`src/rtl/hub75_input.sv`:
```
`timescale 1ns/1ps
`default_nettype none
// hub75_input: samples a HUB75 panel bus driven by an external controller and
// re-emits each latched row with its address, bit-plane and lit time as a stream beat.
module hub75_input #(
  parameter int NUM_COLS  = 64,
  parameter int SCAN_RATE = 32,
  parameter int PLANES    = 3,
  parameter int ON_TIME_W = 16
) (
  input  logic                         clk_in,
  input  logic                         rst_in,
  input  logic [2:0]                   hub_rgb0,
  input  logic [2:0]                   hub_rgb1,
  input  logic                         hub_clk,
  input  logic                         hub_latch,
  input  logic                         hub_oe,
  input  logic [$clog2(SCAN_RATE)-1:0] hub_address,
  output logic [3*NUM_COLS-1:0]        m_rgb0,
  output logic [3*NUM_COLS-1:0]        m_rgb1,
  output logic [$clog2(SCAN_RATE)-1:0] m_address,
  output logic [$clog2(PLANES)-1:0]    m_plane,
  output logic [ON_TIME_W-1:0]         m_on_time,
  output logic                         m_tvalid,
  input  logic                         m_tready,
  output logic                         short_err,
  output logic                         overflow_err
);
  localparam int AW = $clog2(SCAN_RATE);
  localparam int PW = $clog2(PLANES);
  localparam int CW = $clog2(NUM_COLS + 1);
  localparam logic [CW-1:0] COLS_FULL  = CW'(NUM_COLS);
  localparam logic [PW-1:0] LAST_PLANE = PW'(PLANES - 1);
  localparam logic [0:0] S_SHIFT   = 1'b0;
  localparam logic [0:0] S_DISPLAY = 1'b1;

  // bit 0: first stage, bit 1: synced copy, bit 2: delayed copy for edge detect
  logic [2:0]    clk_sync, latch_sync, oe_sync;
  logic [2:0]    rgb0_s1, rgb0_s2, rgb1_s1, rgb1_s2;
  logic [AW-1:0] addr_s1, addr_s2;

  always_ff @(posedge clk_in or negedge rst_in) begin
    if (!rst_in) begin
      clk_sync   <= 3'b000;
      latch_sync <= 3'b000;
      oe_sync    <= 3'b111;
      rgb0_s1    <= '0;
      rgb0_s2    <= '0;
      rgb1_s1    <= '0;
      rgb1_s2    <= '0;
      addr_s1    <= '0;
      addr_s2    <= '0;
    end else begin
      clk_sync   <= {clk_sync[1:0], hub_clk};
      latch_sync <= {latch_sync[1:0], hub_latch};
      oe_sync    <= {oe_sync[1:0], hub_oe};
      rgb0_s1    <= hub_rgb0;
      rgb0_s2    <= rgb0_s1;
      rgb1_s1    <= hub_rgb1;
      rgb1_s2    <= rgb1_s1;
      addr_s1    <= hub_address;
      addr_s2    <= addr_s1;
    end
  end

  logic clk_rise, latch_rise, oe_lit;
  assign clk_rise   = clk_sync[1] & ~clk_sync[2];
  assign latch_rise = latch_sync[1] & ~latch_sync[2];
  assign oe_lit     = ~oe_sync[1];

  logic [0:0]            state;
  logic [CW-1:0]         col_cnt;
  logic [3*NUM_COLS-1:0] shift_rgb0, shift_rgb1, pend_rgb0, pend_rgb1;
  logic [ON_TIME_W-1:0]  on_time;
  logic [AW-1:0]         last_addr;
  logic [PW-1:0]         last_plane;
  logic                  last_valid;
  logic [PW-1:0]         next_plane;
  logic                  finalize;

  // The pending row is always the most recently committed one, so last_* doubles as its tag.
  always_comb begin
    next_plane = '0;
    if (last_valid && addr_s2 == last_addr && last_plane < LAST_PLANE)
      next_plane = last_plane + 1'b1;
  end

  assign finalize = (state == S_DISPLAY) && (clk_rise || latch_rise);

  always_ff @(posedge clk_in or negedge rst_in) begin
    if (!rst_in) begin
      state      <= S_SHIFT;
      col_cnt    <= '0;
      shift_rgb0 <= '0;
      shift_rgb1 <= '0;
      pend_rgb0  <= '0;
      pend_rgb1  <= '0;
      on_time    <= '0;
      last_addr  <= '0;
      last_plane <= '0;
      last_valid <= 1'b0;
      short_err  <= 1'b0;
    end else begin
      short_err <= 1'b0;
      if (state == S_DISPLAY && oe_lit && !(&on_time))
        on_time <= on_time + 1'b1;
      // A latch edge wins over a coincident shift-clock edge, which is dropped.
      if (latch_rise) begin
        col_cnt <= '0;
        if (col_cnt == COLS_FULL) begin
          pend_rgb0  <= shift_rgb0;
          pend_rgb1  <= shift_rgb1;
          last_addr  <= addr_s2;
          last_plane <= next_plane;
          last_valid <= 1'b1;
          on_time    <= '0;
          state      <= S_DISPLAY;
        end else begin
          short_err <= 1'b1;
          state     <= S_SHIFT;
        end
      end else if (clk_rise) begin
        state <= S_SHIFT;
        if (col_cnt != COLS_FULL) begin
          shift_rgb0[int'(col_cnt) * 3 +: 3] <= rgb0_s2;
          shift_rgb1[int'(col_cnt) * 3 +: 3] <= rgb1_s2;
          col_cnt <= col_cnt + 1'b1;
        end
      end
    end
  end

  always_ff @(posedge clk_in or negedge rst_in) begin
    if (!rst_in) begin
      m_rgb0       <= '0;
      m_rgb1       <= '0;
      m_address    <= '0;
      m_plane      <= '0;
      m_on_time    <= '0;
      m_tvalid     <= 1'b0;
      overflow_err <= 1'b0;
    end else if (finalize) begin
      if (!m_tvalid || m_tready) begin
        m_rgb0    <= pend_rgb0;
        m_rgb1    <= pend_rgb1;
        m_address <= last_addr;
        m_plane   <= last_plane;
        m_on_time <= on_time;
        m_tvalid  <= 1'b1;
      end else begin
        overflow_err <= 1'b1;
      end
    end else if (m_tready) begin
      m_tvalid <= 1'b0;
    end
  end

endmodule
`default_nettype wire

```
`config.mk`:
```
export PLATFORM = sky130hd
export DESIGN_NAME = hub75_input
export DESIGN_NICKNAME = d
export VERILOG_FILES = /design/src/rtl/hub75_input.sv
export SDC_FILE = /design/constraint.sdc
export NUM_CORES = 2
export LEC_CHECK = 0
export ABC_AREA = 0
export BUFFER_PORTS_ARGS = -buffer_cell sky130_fd_sc_hd__buf_2
export CORE_ASPECT_RATIO = 0.9
export CORE_MARGIN = 3
export CORE_UTILIZATION = 59
export CTS_CLUSTER_SIZE = 10
export DETAILED_ROUTE_END_ITERATION = 10
export PLACE_DENSITY = 0.8
export SLEW_MARGIN = 15
export SYNTH_ARGS = -nofsm -noshare
export SYNTH_HDL_FRONTEND = slang
export SYNTH_SLANG_ARGS = --single-unit
```
`constraint.sdc`:
```
create_clock -name clk_in -period 3.5 [get_ports clk_in]
set_input_delay 0.175 -clock clk_in [delete_from_list [all_inputs] [get_ports clk_in]]
set_output_delay 0.175 -clock clk_in [all_outputs]
set_load 0.01 [all_outputs]
```
==> summary.txt <==
Run status
  • Status: finished clean

Power
  • VDD IR max: between 0.6 and 0.7 mV
  • Total design power: 29.2 mW
  • P per Cell Area: approximately 530 nW/um2
  • LEAKAGE: ~30 nW

Timing
  • Slew @ Worst Pin: between 1000 and 1500 ps
  • Slew Viols, Final: 0
  • Tcrit/Tclk final: between 90% and 100%
  • Setup tns final: 0 ps
  • Fmax: about 300 MHz
  • Crit path time final: about 3400 ps
  • Final hold vios: 0
  • Setup WS post-layout: 85.6 ps
  • Rel. slew slack: around 22%
  • Final setup violating endpoints: 0
  • Setup Skew: between 20 and 30 ps
  • RSZ-0062 raised after global routing: yes

Placed design
  • Placement-stage cell area: approximately 50,000 um2
  • Buffers on Ports: roughly 430
  • Placement Setup Slack: roughly 120 ps
  • DP HPWL: slightly below 80,000 um
  • Final Wtd Congestion: around 0.86

Yosys
  • Count of cell types in the netlist: 59
  • Cell accounting for the most synthesized area: dfrtp_1
  • Synthesis Warnings: 0
  • Synthesized area: about 47,000 um2
  • Gate Count Post-Synth: about 3,800
  • Async set-or-reset flop fraction in the synthesized netlist: between 90% and 100%
  • Count leader, synth: dfrtp_1
  • Most frequent cells after synthesis: dfrtp_1, nand2_1, mux2_2
  • Number of synthesized flops with an enable pin: 0
  • FF+latch count, synth: 1,240
  • Proportion of netlist area held by the largest area contributor: 65.2%
  • Synthesized Nets: between 3,000 and 4,000
  • Top area cells in the synthesized netlist: dfrtp_1, mux2_2, nand2_1, mux2_1, buf_2
  • Synthesized area per cell: approximately 13 um2
  • Synth Flop Type: dfrtp_1
  • Sequential area share after synthesis: roughly 65%

Worst setup path
  • CP Launch Type: register
  • Max Fanout on Critical Path: 13
  • Critical path class: reg -> reg
  • Crit. End Element: register
  • Worst EP arrival: roughly 4000 ps
  • Worst EP required: just over 4000 ps

Floorplan
  • Die Footprint: 83,900 um2
  • Std-Cell Rows: between 90 and 100
  • Core footprint: between 70,000 and 80,000 um2
  • I/O pin count: around 430
  • Die Span Y: 275 um
  • Die X-Extent: around 300 um
  • Initial core utilization: 59.7%

CTS
  • CTS tree: built
  • Clk root buf: clkbuf_16
  • # clock sinks: 1,240
  • Inserted Clock Buffers: ~140
  • Max clock buf depth: 3
  • Clock Pin Slew Worst Setup and Hold Paths: approximately 60 ps
  • Htree depth: 4
  • Clk_lat worst skew: 710 ps

GRT
  • M1 GR Usage: a little under two fifths
  • Met3 GRT Util: under 10%
  • GRT overflow: 0
  • Initial antenna violation count: 5
  • First-pass GRT wire length: between 150,000 and 200,000 um
  • Vias in the first global route: 31,400
  • Pin count of the biggest net entering global routing: 181
  • Overall routing resource usage: 28.7%
  • GRT met2 Usage: between 40% and 50%
  • Global route hottest layer: met2

Drt
  • Via count: ~30,000
  • Final wirelength: around 120,000 um
  • First DRT Iteration DRCs: between 2,000 and 2,500
  • Drt pass-1 iters: 5
  • Routed Antenna Nets: 0
  • Drt wl/cell: around 22 um
  • DRC errors left: 0
  • Via density: 5.70

Layout
  • Ant diodes: 0
  • Multi-input gate area: approximately 16,000 um2
  • Layout fillers: 5,399
  • Post-route cell area: 55,200 um2
  • Share of cells above drive strength 1: roughly 33%
  • Reg area: 31,000 um2
  • Area Overhead vs Synth: 16.3%
  • Nets@finish: about 4,300

Min path
  • Worst min-delay path class: in -> async

Job
  • Max cap viols: 0
## power breakdown
group          switching, mW  total (mW)  internal (mW)
Clock                   5.37        12.9           7.50
Sequential             0.107        14.6           14.5
Combinational           1.29        1.73          0.435
## state kept, by name (all words and copies together) (netlist names), 3 cells and up
signal	cells
m_address	5
m_rgb0	192
col_cnt	7
addr_s1	5
m_on_time	16
pend_rgb1	192
rgb0_s1	3
latch_sync	3
clk_sync	3
shift_rgb0	192
shift_rgb1	192
pend_rgb0	192
on_time	16
m_rgb1	192
rgb0_s2	3
addr_s2	5
rgb1_s2	3
last_addr	5
rgb1_s1	3
## layout make-up
cell class / count / share of cell area [%]
multi-input combinational: 2313 / 28.1
sequential: 1240 / 56.2
clock inverter: 9 / 0.208
clock buffer: 163 / 6.74
tap: 1050 / 2.38
inverter: 7 / 0.0476
timing repair buffer: 551 / 6.29
## placed cells by master (no fill, tap or decap), types with 8 or more instances in the layout
cell type and instances:
nand2_1 1203, or2_1 10, nor2_1 80, mux2_4 12
buf_12 29, clkbuf_1 15, nand4_1 9, nor4_1 22
buf_4 81, mux2_1 114, dlygate4sd3_1 16, buf_2 425
xnor2_1 17, nand2b_1 8, dfrtp_1 1232, nand3_1 10
mux2_2 655, nor3_2 13, clkbuf_16 145, nor3_1 34
o21ai_0 13, or3_1 11, xor2_1 9, or4_1 9
## critical path, cell delays in order (launching register included)
cell and delay (ps):
dfrtp_1 340, inv_1 90, ha_1 350, nor3b_2 250, xnor2_1 780, o211ai_1 490
nor2_1 570, mux2_2 410
## metal layers
metal | wire [um] | share of wire, % | up-vias
met3 | 7350 | 6.1 | 251
met5 | 26 | 0.022 | -
met2 | 58200 | 49 | 997
li1 | - | - | 13300
met1 | 49300 | 41 | 15800
met4 | 4830 | 4.0 | 4
## path summary, 6_finish.rpt
kind | startpoint | endpoint | slack [ps] | cells past startpoint
max | col_cnt[0]$_DFFE_PN0P_ | shift_rgb0[141]$_DFFE_PN0P_ | 90 | 7
min | rst_in | m_rgb1[54]$_DFFE_PN0P_ | 40 | 2
max reg2reg | col_cnt[0]$_DFFE_PN0P_ | shift_rgb0[141]$_DFFE_PN0P_ | 90 | 7
min reg2reg | rgb0_s1[0]$_DFF_PN0_ | rgb0_s2[0]$_DFF_PN0_ | 350 | 0
min in group clk_in | hub_address[4] | addr_s1[4]$_DFF_PN0_ | 130 | 2
max in group asynchronous | rst_in | shift_rgb1[13]$_DFFE_PN0P_ | 2320 | 4
## repair_timing
action,CTS,global route
setup endpoints to repair,0,27
hold buffers,16,0
gates resized for setup,0,4
endpoints found under the hold margin,358,0
setup buffers,0,1
## logic make-up (layout without fill, tap and decap cells)
logic type	after synthesis	count (layout)	synth area share, %
xor+xnor	27	27	0.498
mux	783	783	18.7
compound gates	42	42	0.646
simple gates	1456	1456	12.6
buf+inv	227	730	2.08
flops	1240	1240	65.4
fa+ha+maj	5	5	0.132
## stage by stage
stage	hold WS (ps)	cells	utilization, %
3_3_place_gp	196	5144	64.4
6_report	43.9	5333	69.4
4_1_cts	50.9	5332	69.4
2_1_floorplan	-121	3780	-
5_1_grt	76.1	5333	69.4
3_5_place_dp	199	5144	64.4
Note: power is estimated with default switching activity, not from simulation.
